File: config.mk
export PLATFORM = sky130hd
export DESIGN_NAME = mux_arbitro_rr
export DESIGN_NICKNAME = d
export VERILOG_FILES = /design/src/rtl/mux_arbitro_rr_pkg.sv /design/src/rtl/mux_arbitro_rr_arbitro.sv /design/src/rtl/mux_arbitro_rr.sv
export SDC_FILE = /design/constraint.sdc
export NUM_CORES = 1
export LEC_CHECK = 0
export ABC_CLOCK_PERIOD_IN_PS = 1500
export BUFFER_PORTS_ARGS = -buffer_cell sky130_fd_sc_hd__buf_4
export CAP_MARGIN = 0
export CORE_ASPECT_RATIO = 2
export CORE_MARGIN = 2
export CORE_UTILIZATION = 37
export CTS_BUF_LIST = sky130_fd_sc_hd__clkbuf_2
export CTS_CLUSTER_DIAMETER = 100
export CTS_CLUSTER_SIZE = 8
export DETAILED_ROUTE_END_ITERATION = 8
export GPL_TIMING_DRIVEN = 0
export PLACE_DENSITY = 0.79
export SYNTH_ARGS = -nofsm -noshare
export SYNTH_HDL_FRONTEND = slang
export SYNTH_SLANG_ARGS = --single-unit
File: constraint.sdc
create_clock -name clock -period 1.5 [get_ports clock]
set_clock_uncertainty 0.2 [all_clocks]
set_input_delay 0.15 -clock clock [delete_from_list [all_inputs] [get_ports clock]]
set_output_delay 0.15 -clock clock [all_outputs]
set_load 0.02 [all_outputs]
File: src/rtl/mux_arbitro_rr_pkg.sv
// Shared constants for the mux_arbitro_rr block: arbitration mode codes and
// the channel-select width helper.
package mux_arbitro_rr_pkg;

  localparam int MODO_KEY = 0;
  localparam int MODO_RR  = 1;

  // Select width: enough bits to index N channels, never less than one.
  function automatic int sw(input int n);
    return (n <= 2) ? 1 : $clog2(n);
  endfunction

endpackage

File: src/rtl/mux_arbitro_rr_arbitro.sv
// Round-robin priority selector: picks the first asserted request searching
// upward from ptr and wrapping from N-1 back to 0.
module arbitro_rr #(
  parameter int N  = 4,
  parameter int SW = 2
) (
  input  logic [N-1:0]  req,
  input  logic [SW-1:0] ptr,
  output logic [SW-1:0] grant,
  output logic          grant_valid
);

  logic [SW:0] idx;

  // Walk offsets from farthest to nearest so the nearest valid request wins.
  always_comb begin
    grant       = '0;
    grant_valid = 1'b0;
    idx         = '0;
    for (int k = N - 1; k >= 0; k--) begin
      idx = {1'b0, ptr} + (SW+1)'(k);
      if (idx >= (SW+1)'(N)) begin
        idx = idx - (SW+1)'(N);
      end
      if (req[idx[SW-1:0]]) begin
        grant       = idx[SW-1:0];
        grant_valid = 1'b1;
      end
    end
  end

endmodule

File: src/rtl/mux_arbitro_rr.sv
// N-to-1 multiplexer with a single-entry registered output; the source channel
// is chosen either by an external key or by a round-robin arbiter.
module mux_arbitro_rr
  import mux_arbitro_rr_pkg::*;
#(
  parameter int WIDTH = 32,
  parameter int N     = 4,
  parameter int MODE  = MODO_KEY
) (
  input  logic                 clock,
  input  logic                 reset_n,
  input  logic [N*WIDTH-1:0]   entrada,
  input  logic [N-1:0]         entrada_valid,
  output logic [N-1:0]         entrada_ready,
  input  logic [sw(N)-1:0]     key,
  output logic [WIDTH-1:0]     saida,
  output logic                 saida_valid,
  input  logic                 saida_ready,
  output logic [sw(N)-1:0]     saida_origem
);

  localparam int SW = sw(N);
  localparam int NP = 1 << SW;

  logic [WIDTH-1:0] canal [NP];
  logic [NP-1:0]    valid_ext;
  logic [SW-1:0]    grant;
  logic             grant_valid;
  logic             free;
  logic             transfer;

  // Pad the channel view to a power of two so any select value indexes safely.
  genvar gi;
  generate
    for (gi = 0; gi < NP; gi++) begin : g_canal
      if (gi < N) begin : g_real
        assign canal[gi] = entrada[gi*WIDTH +: WIDTH];
      end else begin : g_pad
        assign canal[gi] = '0;
      end
    end
  endgenerate

  assign valid_ext = NP'(entrada_valid);

  generate
    if (MODE == MODO_RR) begin : g_rr
      logic [SW-1:0] ptr;

      arbitro_rr #(
        .N  (N),
        .SW (SW)
      ) u_arbitro (
        .req         (entrada_valid),
        .ptr         (ptr),
        .grant       (grant),
        .grant_valid (grant_valid)
      );

      always_ff @(posedge clock or negedge reset_n) begin
        if (!reset_n) begin
          ptr <= '0;
        end else if (transfer) begin
          ptr <= (grant == SW'(N - 1)) ? '0 : grant + 1'b1;
        end
      end
    end else begin : g_key
      assign grant       = key;
      assign grant_valid = (int'(key) < N) && valid_ext[key];
    end
  endgenerate

  assign free     = !saida_valid || saida_ready;
  assign transfer = grant_valid && free;

  // Ready is gated by reset_n so no handshake is offered while held in reset.
  always_comb begin
    entrada_ready = '0;
    if (transfer && reset_n) begin
      entrada_ready[grant] = 1'b1;
    end
  end

  always_ff @(posedge clock or negedge reset_n) begin
    if (!reset_n) begin
      saida        <= '0;
      saida_valid  <= 1'b0;
      saida_origem <= '0;
    end else if (transfer) begin
      saida        <= canal[grant];
      saida_valid  <= 1'b1;
      saida_origem <= grant;
    end else if (saida_ready) begin
      saida_valid <= 1'b0;
    end
  end

endmodule

==> flow_summary.yaml, run 1 <==
run_status:
  outcome: "did not finish"
  lastStage: "clock tree synthesis (4_1_cts)"
  tool.error: "[ERROR RSZ-0060] Max buffer count reached."
yosys:
  ys.warnings.count: 0
  synth_fp_nets: 266
  ys_ff_latch: 35
  synth_area_per_cell_sq_um: 17.73
  synth.lib_cells_used.distinct: 20
  syn_area_sq_um: 2287
  seq_area_frac_synth_pct: 38.29
  synth_top_area_share_pct: 38.29
  netlist_top_cells_area: "sky130_fd_sc_hd__dfrtp_1, sky130_fd_sc_hd__mux4_2, sky130_fd_sc_hd__mux2_4"
  syn_inst: 129
  largest_area_contributor_in_the_netlist: "sky130_fd_sc_hd__dfrtp_1"
clock_tree:
  cts_root_buffer: "sky130_fd_sc_hd__clkbuf_2"
  ctsLongestPathBuffers: 2
  post_cts_resized: 10
  clock_buffers_created_by_tritoncts: 5
  post-cts-setup-buffers: 5
  postCtsHoldBufs: 101
  number_of_h_tree_levels: 2
  clock_sink_count: 35
floorplan:
  floorplan.initialDensity_pct: 38.08
  num_io_pins: 176
  placementRows: 40
  fp.dieH_um: 115.2
  die_width_um: 59.60
place:
  detailed_place.area_sq_um: 3686
  hpwl_mm: 5.674
  io_buffer_count: 174
  gpl_wtd_cong: 0.7814
cells in the mapped netlist:
master,number
sky130_fd_sc_hd__and4_1,2
sky130_fd_sc_hd__mux2_4,30
sky130_fd_sc_hd__and3_1,1
sky130_fd_sc_hd__nor2_1,3
sky130_fd_sc_hd__mux2_2,4
sky130_fd_sc_hd__buf_4,1
sky130_fd_sc_hd__clkbuf_1,3
sky130_fd_sc_hd__dfrtp_1,35
sky130_fd_sc_hd__buf_6,4
sky130_fd_sc_hd__mux4_2,32
sky130_fd_sc_hd__buf_2,3
sky130_fd_sc_hd__and2_1,1
sky130_fd_sc_hd__nand3_1,1
sky130_fd_sc_hd__nor3b_4,1
sky130_fd_sc_hd__inv_1,3
sky130_fd_sc_hd__o21ai_0,1
sky130_fd_sc_hd__mux2i_1,1
sky130_fd_sc_hd__nor2_4,1
sky130_fd_sc_hd__nand2b_1,1
sky130_fd_sc_hd__o21bai_1,1
stage by stage:
stage	utilization, %	setup slack [ns]	hold WS, ns	instances	setup TNS, ns
3_3_place_gp	61.38	-0.4270	-0.06196	366	-13.56
2_1_floorplan	-	-0.1596	-0.3456	129	-4.833
3_5_place_dp	61.38	-0.4282	-0.05693	366	-13.50
cells by family after synthesis:
logic type             count (synthesis)  synth area share (%)
muxes                                 67                 53.61
DFF                                   35                 38.29
AOI/OAI and AO/OA                      2                0.5470
buffers and inverters                 14                 3.938
and+or+nand+nor                       11                 3.611
==> run 2, diff against run 1 <==
- ABC_CLOCK_PERIOD_IN_PS: 1500 -> 2000
- CORE_ASPECT_RATIO: 2 -> not set
- CORE_UTILIZATION: 37 -> 30
- CTS_BUF_LIST: sky130_fd_sc_hd__clkbuf_2 -> not set
- CTS_CLUSTER_DIAMETER: 100 -> not set
- CTS_CLUSTER_SIZE: 8 -> not set
- PLACE_DENSITY: 0.79 -> not set
- PLACE_DENSITY_LB_ADDON: not set -> 0.15
- clock period: 1.5 -> 2 ns (I/O delays scaled with it)
==> run 2 against run 1 <==
- the flow now finishes without violations
- area after synthesis stayed put
- synthesized cell count stayed put
==> flow_summary.yaml, run 2 <==
detailed_routing:
  dr.pass1.iters: 4
  route.detailed.wl_per_inst_um: 15.78
  post-route-drc-count: 0
  detail-route-antenna-nets: 0
  via_per_inst: 4.692
  via_count: 1933
  drt-total-wl_mm: 6.503
  initialDrtViolationCount: 17
finish:
  fill_cells: 648
  largest_register: "saida"
  final_core_utilization_pct: 52.48
  area_growth_pct: 68.22
  ant_cells: 0
  total_area_of_multi_input_combinational_cells_sq_um: 1321
  layout.cells.most_common: "sky130_fd_sc_hd__buf_4"
  largest_reg_flops: 32
  area.sequential_sq_um: 875.8
  final_net_count: 449
  reg_top3: "saida x32, saida_origem x2, saida_valid x1"
  drive_above_1_share_pct: 82.43
  layout_common_cells: "sky130_fd_sc_hd__buf_4, sky130_fd_sc_hd__dfrtp_1, sky130_fd_sc_hd__mux4_2"
clock_tree:
  post_cts_resized: 0
  number_of_h_tree_levels: 2
  clkSlewWorstSetupHoldPaths_ns: 0.07
  post-cts-setup-buffers: 0
  postCtsHoldBufs: 2
  clock_sink_count: 35
  clk-insertion-delay-late_ns: 0.27
  clock_buffers_created_by_tritoncts: 5
  clock_tree_from_tritoncts: "done"
  ctsLongestPathBuffers: 2
  cts_root_buffer: "sky130_fd_sc_hd__clkbuf_8"
power_and_ir_drop:
  power.combinational.fraction_pct: 45.7
  power_per_cell_area_nw_per_um2: 741.5
  cellInternalPower_w: 0.001982
  power.sequential.fraction_pct: 35.2
  p_sw_w: 0.0008702
  power.share.clock_pct: 19.1
  vdd_ir_drop_max_uv: 236.9
  switching_share_pct: 30.51
  power_leakage_nw: 1.900
  p_total_w: 0.002853
setup_path:
  slowest_delay_ns: 0.38
  type_of_origin_of_the_critical_path: "flip-flop"
  timing_worst_setup_path_type: "reg2out"
  worst_setup_path_end_kind: "output pin"
  timing.critical_path.cells: "nand2b_1 -> nor3b_4 -> and4_1 -> buf_4"
  worst_ep_arrival_time_ns: 1.41
  rrSetupSlack_ns: 0.29
  critPathSlowestCell: "sky130_fd_sc_hd__dfrtp_1"
  critical_path.max_fanout: 4
  cp.required_ns: 1.60
yosys:
  seq_area_frac_synth_pct: 38.29
  ys.warnings.count: 0
  synth_fp_nets: 266
  synth.lib_cells_used.distinct: 20
  ys_ff_latch: 35
  yosys.area_share.simple_pct: 3.611
  synth_adder_area_share_pct: 0
  netlist_top_cells_area: "sky130_fd_sc_hd__dfrtp_1, sky130_fd_sc_hd__mux4_2, sky130_fd_sc_hd__mux2_4"
  synth.top_cells.by_count: "sky130_fd_sc_hd__dfrtp_1, sky130_fd_sc_hd__mux4_2, sky130_fd_sc_hd__mux2_4"
  post_synth_edffs: 0
  post-synth-top-count-cell: "sky130_fd_sc_hd__dfrtp_1"
  largest_area_contributor_in_the_netlist: "sky130_fd_sc_hd__dfrtp_1"
  syn_area_sq_um: 2287
  synth-compound-area-share_pct: 0.5470
  muxShareOfSynthArea_pct: 53.61
  syn_inst: 129
  synth_top_area_share_pct: 38.29
  synth_area_per_cell_sq_um: 17.73
  postSynth.topFlopCell: "sky130_fd_sc_hd__dfrtp_1"
  synth-async-reset-ratio_pct: 100.0
  yosys.area_share.xor_xnor_pct: 0
  synth_top_family_by_area: "multiplexers"
flow_run:
  drv_cap: 0
floorplan:
  num_io_pins: 176
  fp.coreArea_sq_um: 7331
  floorplan.initialDensity_pct: 31.20
  die_width_um: 91.32
  placementRows: 31
  fp.dieH_um: 91.32
  floorplan.die_area_sq_um: 8338
sta:
  timing_hold_violations_final: 0
  worst_slew_margin_rel_pct: 56.21
  slew_viol_final: 0
  setup_viol: 0
  period_share_pct: 90.38
  grt_setup_unrepaired: "false"
  fin_tns_setup_ns: 0
  max_freq_mhz: 553.2
  min_period_ns: 1.808
  timing_worst_slew_pin_value_ns: 0.6568
grt:
  maximum_number_of_pins_on_one_net_before_global_route_repair: 36
  grt.total_usage_pct: 15.96
  via_count_of_the_first_global_routing_pass: 2152
  grt_pass1_wl_mm: 10.33
  number_of_antenna_violations_at_the_first_check_in_global_routing: 0
  grt.overflow.total: 0
place:
  io_buffer_count: 174
  gpl_wtd_cong: 0.7106
  hpwl_mm: 5.245
min_path:
  worstHoldPathType: "in2reg"
run_status:
  outcome: "finished, final reports clean"
## run 2: cell counts after synthesis
Identical to the previous run, type by type.
## run 2: cells by family (layout without fill, tap and decap cells)
logic type / count (synthesis) / after routing
mux: 67 / 67
flops: 35 / 35
buf+inv: 14 / 198
simple gates: 11 / 11
compound gates: 2 / 2
## run 2: layout make-up
| cell class | instances | area share, % |
|---|---|---|
| multi-input combinational | 80 | 34.34 |
| inverter | 3 | 0.2927 |
| clock buffer | 8 | 2.602 |
| sequential | 35 | 22.76 |
| buffer | 11 | 2.049 |
| timing repair buffer | 176 | 34.73 |
| tap | 99 | 3.220 |
## run 2: critical path, delay by kind of cell (launching register included)
kind / cells / cell delay [ns]
flops: 1 / 0.38
simple gates: 3 / 0.61
buf+inv: 1 / 0.14
## run 2: power groups by stage
stage	clock network [W]	registers, W	logic [W]
4_1_cts	0.000572	0.00100	0.00132
2_1_floorplan	0	0.00123	0.000484
3_3_place_gp	0	0.00100	0.00130
6_report	0.000546	0.00100	0.00130
3_5_place_dp	0	0.00101	0.00132
5_1_grt	0.000605	0.00103	0.00138
## run 2: final timing paths
check                            startpoint               end  cells after the start
max in group asynchronous           reset_n         saida[26]                      3
worst min register to register     saida[1]          saida[1]                      1
worst min-delay path            saida_ready       saida_valid                      3
worst max register to register  saida_valid         saida[21]                      5
min in group asynchronous           reset_n          saida[9]                      3
worst max-delay path            saida_valid  entrada_ready[2]                      4
## run 2: through the flow
step           hold WS (ns)  cells  setup slack, ns  area (sq um)
2_1_floorplan       -0.2956    129           0.2255          2287
3_3_place_gp       -0.01190    402         -0.03295          3717
3_5_place_dp      -0.001812    402         -0.04327          3717
4_1_cts             0.03264    412           0.1640          3847
5_1_grt             0.05698    412          0.07465          3847
6_report            0.03968    412           0.1924          3847
## run 2: per-layer routing
| layer | wire [um] | track usage [%] | share of wire, % | vias to the layer above |
|---|---|---|---|---|
| met4 | 62 | 4.545 | 0.95 | 0 |
| met2 | 3498 | 29.20 | 54 | 92 |
| met3 | 520 | 4.315 | 8.0 | 5 |
| met1 | 2422 | 18.18 | 37 | 952 |
| li1 | - | - | - | 884 |
| met5 | 0 | 0 | 0 | - |
Power figures use the tool's default switching activity.
==> run 3, diff against run 2 <==
- CTS_BUF_LIST: not set -> sky130_fd_sc_hd__clkbuf_2
- GPL_TIMING_DRIVEN: 0 -> not set
- MAX_ROUTING_LAYER: not set -> met4
==> run 3 against run 2 <==
- fmax is 8.1% lower
- critical path type is now in2reg
- highest routed layer unchanged
- register-to-register slack worse by 0.08 ns
- via count hardly changed
- setup slack worse by 0.16 ns
- hold slack better by 0.017 ns
- global-route usage is 0.51 points higher
- wire length is 1.1% higher
- core utilization hardly changed
- largest cell class unchanged
- first-iteration DRC count is 110% higher
==> flow_summary.yaml, run 3 (synthesized netlist as in run 2, its figures left out) <==
setup_path:
  timing_worst_setup_path_type: "in2reg"
  critPathMostFrequentCell: "sky130_fd_sc_hd__buf_4"
  slowest_delay_ns: 0.53
  critical_path.max_fanout: 18
  worst_ep_arrival_time_ns: 2.04
  cp.required_ns: 2.07
  critPathSlowestCell: "sky130_fd_sc_hd__dlygate4sd3_1"
  type_of_origin_of_the_critical_path: "primary input"
  timing.critical_path.cells: "buf_4 -> dlygate4sd3_1 -> nand2b_1 -> nor3b_4 -> buf_4 -> nor2_4 -> buf_12 -> mux2_2"
  worst_setup_path_end_kind: "flip-flop"
finish:
  reg_top3: "saida x32, saida_origem x2, saida_valid x1"
  largest_reg_flops: 32
  final_cells: 412
  drive_above_1_share_pct: 83.39
  final_net_count: 449
  layout.cell_area.non_filler_sq_um: 3846
  largest_register: "saida"
  layout.cells.most_common: "sky130_fd_sc_hd__buf_4"
  area_growth_pct: 68.16
  ant_cells: 0
  layout_common_cells: "sky130_fd_sc_hd__buf_4, sky130_fd_sc_hd__dfrtp_1, sky130_fd_sc_hd__mux4_2"
  fill_cells: 642
power_and_ir_drop:
  power_per_cell_area_nw_per_um2: 686.0
  power_leakage_nw: 1.903
  p_total_w: 0.002639
  vdd_ir_drop_max_uv: 247.8
grt:
  grt_pass1_wl_mm: 10.38
  maximum_number_of_pins_on_one_net_before_global_route_repair: 23
  number_of_antenna_violations_at_the_first_check_in_global_routing: 0
  via_count_of_the_first_global_routing_pass: 2158
  grt.total_usage_pct: 16.47
  grt.overflow.total: 0
sta:
  timing_hold_violations_final: 0
  grt_setup_unrepaired: "false"
  fin_tns_setup_ns: 0
  setup_viol: 0
  slew_viol_final: 0
  finalWorstSetupSlack_ns: 0.03345
  period_share_pct: 98.33
  timing_worst_slew_pin_value_ns: 0.5135
  max_freq_mhz: 508.5
  min_period_ns: 1.967
  worst_slew_margin_rel_pct: 65.66
place:
  detailed_place.area_sq_um: 3749
  io_buffer_count: 175
  hpwl_mm: 5.213
  dpl_worst_slack_ns: 0.07491
  placed_cells_incl_taps: 399
  gpl_wtd_cong: 0.7236
detailed_routing:
  drt-total-wl_mm: 6.574
  initialDrtViolationCount: 35
  detail-route-antenna-nets: 0
  route.detailed.wl_per_inst_um: 15.96
  post-route-drc-count: 0
  via_count: 1934
  dr.pass1.iters: 3
  via_per_inst: 4.694
clock_tree:
  clk-insertion-delay-late_ns: 0.36
  ctsLongestPathBuffers: 2
  cts_root_buffer: "sky130_fd_sc_hd__clkbuf_2"
  clock_tree_from_tritoncts: "done"
  number_of_h_tree_levels: 2
  clkSlewWorstSetupHoldPaths_ns: 0.17
  clock_buffers_created_by_tritoncts: 5
  clock_sink_count: 35
floorplan:
  fp.dieH_um: 91.32
  floorplan.initialDensity_pct: 31.20
  num_io_pins: 176
  floorplan.die_area_sq_um: 8338
  placementRows: 31
  die_width_um: 91.32
  fp.coreArea_sq_um: 7331
flow_run:
  drv_cap: 0
run_status:
  outcome: "finished, final reports clean"
min_path:
  worstHoldPathType: "in2reg"
==> run 3: cell types whose count changed in the layout (fill, tap and decap cells not counted), sizes merged <==
cell / before / now
clkinv: 0 / 1
clkbuf: 11 / 7
dlygate4sd3: 1 / 4
==> run 3: report_power, final <==
group	total [W]	switching, W	internal, W
registers	0.00100	0.000109	0.000891
clock network	0.000324	0.000228	0.0000956
logic	0.00131	0.000527	0.000787
total	0.00264	0.000864	0.00177
==> run 3: final cells by class <==
| class | instances | area (sq um) | area share, % |
|---|---|---|---|
| repair buffers | 187 | 1464 | 38.06 |
| multi-input cells | 80 | 1331 | 34.61 |
| flip-flops and latches | 35 | 875.8 | 22.77 |
| well taps | 99 | 123.9 | 3.221 |
| clock buffers | 7 | 35.03 | 0.9109 |
| inverters | 3 | 11.26 | 0.2928 |
| clock inverters | 1 | 5.005 | 0.1301 |
==> run 3: critical path: cells and delay by family <==
family / cells / cell delay (ns)
simple gates: 3 / 0.50
buf+inv: 4 / 0.98
mux: 1 / 0.35
==> run 3: timing repair <==
action,in CTS,in global routing
hold buffers,2,2
endpoints found under the setup margin,0,4
setup buffers,0,1
resized for setup,0,3
hold endpoints to repair,36,9
==> run 3: path summary, 6_finish.rpt <==
| kind | depth (start not counted) | start | endpoint | slack, ns |
|---|---|---|---|---|
| worst max-delay path | 8 | saida_ready | saida[13] | 0.03 |
| max in group asynchronous | 3 | reset_n | saida[23] | 0.53 |
| worst min-delay path | 3 | entrada[18] | saida[18] | 0.06 |
| worst max register to register | 6 | saida_valid | saida[13] | 0.21 |
| min in group asynchronous | 3 | reset_n | saida[28] | 0.18 |
| worst min register to register | 1 | saida[0] | saida[0] | 0.33 |
==> run 3: stage by stage <==
step                      utilization, %  hold WS (ns)
after global placement             51.14      -0.09333
after detailed placement           51.14      -0.08751
after CTS                          51.95       0.01096
after floorplan                        -       -0.2956
after global routing               52.47      0.004005
final                              52.47       0.05717
==> run 3: routing by layer <==
| layer | vias up | track usage [%] | wire length [um] |
|---|---|---|---|
| met1 | 942 | 18.28 | 2420 |
| met5 | - | - | 0 |
| li1 | 884 | - | - |
| met2 | 97 | 29.32 | 3555 |
| met3 | 11 | 3.154 | 455 |
| met4 | 0 | 6.187 | 142 |
==> run 4, diff against run 3 <==
- ABC_AREA: not set -> 1
==> run 4 against run 3 <==
- wire length increased by 36%
- highest routed layer unchanged
- largest cell class is now multi-input gates
- core utilization decreased by 5.9 points
- largest power group unchanged
- area after synthesis increased by 20%
==> flow_summary.yaml, run 4 <==
floorplan:
  floorplan.initialDensity_pct: 31.16
  floorplan.die_area_sq_um: 9927
  placementRows: 34
  die_width_um: 99.64
  fp.dieH_um: 99.64
  num_io_pins: 176
  fp.coreArea_sq_um: 8806
sta:
  period_share_pct: 88.44
  fin_tns_setup_ns: 0
  max_freq_mhz: 565.3
  setup_viol: 0
  timing_hold_violations_final: 0
  grt_setup_unrepaired: "false"
  min_period_ns: 1.769
  worst_slew_margin_rel_pct: 69.98
  slew_viol_final: 0
  finalWorstSetupSlack_ns: 0.2311
  timing_worst_slew_pin_value_ns: 0.4503
clock_tree:
  clock_tree_from_tritoncts: "done"
  postCtsHoldBufs: 2
  post_cts_resized: 0
  post-cts-setup-buffers: 0
  number_of_h_tree_levels: 2
  clk-insertion-delay-late_ns: 0.35
  clkSlewWorstSetupHoldPaths_ns: 0.16
  cts_root_buffer: "sky130_fd_sc_hd__clkbuf_2"
  clock_sink_count: 35
  ctsLongestPathBuffers: 2
  clock_buffers_created_by_tritoncts: 5
place:
  detailed_place.area_sq_um: 4054
  gpl_wtd_cong: 0.8005
  dpl_worst_slack_ns: 0.3299
  hpwl_mm: 6.843
  io_buffer_count: 175
detailed_routing:
  via_count: 3360
  via_per_inst: 4.480
  dr.pass1.iters: 5
  drt-total-wl_mm: 8.923
  initialDrtViolationCount: 96
  detail-route-antenna-nets: 0
  post-route-drc-count: 0
  route.detailed.wl_per_inst_um: 11.90
yosys:
  netlist_top_cells_area: "sky130_fd_sc_hd__nand2_1, sky130_fd_sc_hd__dfrtp_1, sky130_fd_sc_hd__nand3_1"
  ys.warnings.count: 0
  synth_fp_nets: 617
  synth_area_per_cell_sq_um: 5.716
  synth.lib_cells_used.distinct: 15
  post-synth-top-count-cell: "sky130_fd_sc_hd__nand2_1"
  seq_area_frac_synth_pct: 31.92
  synth_top_area_share_pct: 48.97
  postSynth.topFlopCell: "sky130_fd_sc_hd__dfrtp_1"
  post_synth_edffs: 0
  largest_area_contributor_in_the_netlist: "sky130_fd_sc_hd__nand2_1"
  synth-async-reset-ratio_pct: 100.0
  syn_inst: 480
  syn_area_sq_um: 2744
  ys_ff_latch: 35
  synth.top_cells.by_count: "sky130_fd_sc_hd__nand2_1, sky130_fd_sc_hd__dfrtp_1, sky130_fd_sc_hd__nand3_1"
finish:
  layout.cells.most_common: "sky130_fd_sc_hd__nand2_1"
  largest_reg_flops: 32
  largest_register: "saida"
  ant_cells: 0
  final_net_count: 780
  area_growth_pct: 49.57
  reg_top3: "saida x32, saida_origem x2, saida_valid x1"
  drive_above_1_share_pct: 32.24
  layout_common_cells: "sky130_fd_sc_hd__nand2_1, sky130_fd_sc_hd__buf_4, sky130_fd_sc_hd__nand3_1, sky130_fd_sc_hd__dfrtp_1, sky130_fd_sc_hd__nand2_2"
  fill_cells: 957
  layout.cell_area.non_filler_sq_um: 4104
setup_path:
  critical_path.max_fanout: 4
  worst_ep_arrival_time_ns: 1.37
  timing_worst_setup_path_type: "in2out"
  cp.required_ns: 1.60
  type_of_origin_of_the_critical_path: "primary input"
  worst_setup_path_end_kind: "output pin"
min_path:
  worstHoldPathType: "in2reg"
power_and_ir_drop:
  power.combinational.fraction_pct: 48.4
  cellInternalPower_w: 0.001473
  power_leakage_nw: 2.574
  p_total_w: 0.002435
  power_per_cell_area_nw_per_um2: 593.4
  switching_share_pct: 39.51
  vdd_ir_drop_max_uv: 291.9
  power.share.clock_pct: 12.0
  p_sw_w: 0.0009623
  power.sequential.fraction_pct: 39.6
run_status:
  outcome: "finished, final reports clean"
flow_run:
  drv_cap: 0
grt:
  maximum_number_of_pins_on_one_net_before_global_route_repair: 41
  via_count_of_the_first_global_routing_pass: 3181
  number_of_antenna_violations_at_the_first_check_in_global_routing: 0
  grt_pass1_wl_mm: 14.77
  grt.total_usage_pct: 18.56
  grt.overflow.total: 0
## run 4: cell count changes after synthesis, moves of 2 or more
cell,change
sky130_fd_sc_hd__nand2_1,+358
sky130_fd_sc_hd__nand3_1,+34
sky130_fd_sc_hd__mux4_2,-32
sky130_fd_sc_hd__mux2_4,-30
sky130_fd_sc_hd__nand2_2,+12
sky130_fd_sc_hd__buf_4,+9
sky130_fd_sc_hd__buf_2,+6
sky130_fd_sc_hd__mux2_2,-4
sky130_fd_sc_hd__clkbuf_1,+3
sky130_fd_sc_hd__and4_1,-2
sky130_fd_sc_hd__inv_1,-2
## run 4: critical path: stages
cell	delay [ns]
sky130_fd_sc_hd__dlygate4sd3_1	0.53
sky130_fd_sc_hd__buf_4	0.13
sky130_fd_sc_hd__nand3_1	0.19
sky130_fd_sc_hd__nor2_1	0.16
sky130_fd_sc_hd__buf_4	0.16
## run 4: area by class of cell
type                    instances  area, sq um  area share, %
clock buffers                   6        30.03         0.7317
inverters                       3        13.76         0.3354
multi-input cells             411         1640          39.97
flip-flops and latches         35        875.8          21.34
well taps                     108        135.1          3.293
repair buffers                187         1409          34.33
## run 4: logic make-up (layout without fill, tap and decap cells)
kind of cell	Yosys count	count (layout)	share of synthesized area, %
flops	35	35	31.92
buf+inv	34	196	8.298
simple gates	411	411	59.78
## run 4: final timing paths
kind                             start          endpoint  slack, ns  cells after the start
setup / recovery               reset_n  entrada_ready[0]       0.23                      5
setup reg to reg           saida_valid         saida[12]       0.41                      5
max in group asynchronous      reset_n         saida[23]       1.03                      3
hold reg to reg              saida[29]         saida[29]       0.29                      2
hold / removal              entrada[2]          saida[2]       0.04                      7
min in group asynchronous      reset_n         saida[20]       0.24                      3
## run 4: power groups by stage
stage                     Clock (W)  Sequential [W]  Combinational, W
after floorplan                   0         0.00116          0.000444
after global placement            0        0.000981           0.00118
after detailed placement          0        0.000980           0.00119
after CTS                  0.000320        0.000967           0.00120
after global routing       0.000344        0.000986           0.00131
final                      0.000292        0.000964           0.00118
## run 4: routing by layer
layer / wire [um] / vias up / GRT usage (%)
met5: 0 / - / -
li1: - / 1775 / -
met2: 4169 / 123 / 31.19
met4: 104 / 0 / 4.110
met3: 639 / 8 / 3.514
met1: 4009 / 1454 / 23.26
## run 4: stage by stage
| step | util [%] | hold slack, ns | instances |
|---|---|---|---|
| 2_1_floorplan | - | -0.2956 | 480 |
| 3_3_place_gp | 46.04 | 0.1225 | 742 |
| 3_5_place_dp | 46.04 | 0.1277 | 742 |
| 4_1_cts | 46.60 | 0.003606 | 750 |
| 5_1_grt | 46.60 | 0.02104 | 750 |
| 6_report | 46.60 | 0.03644 | 750 |
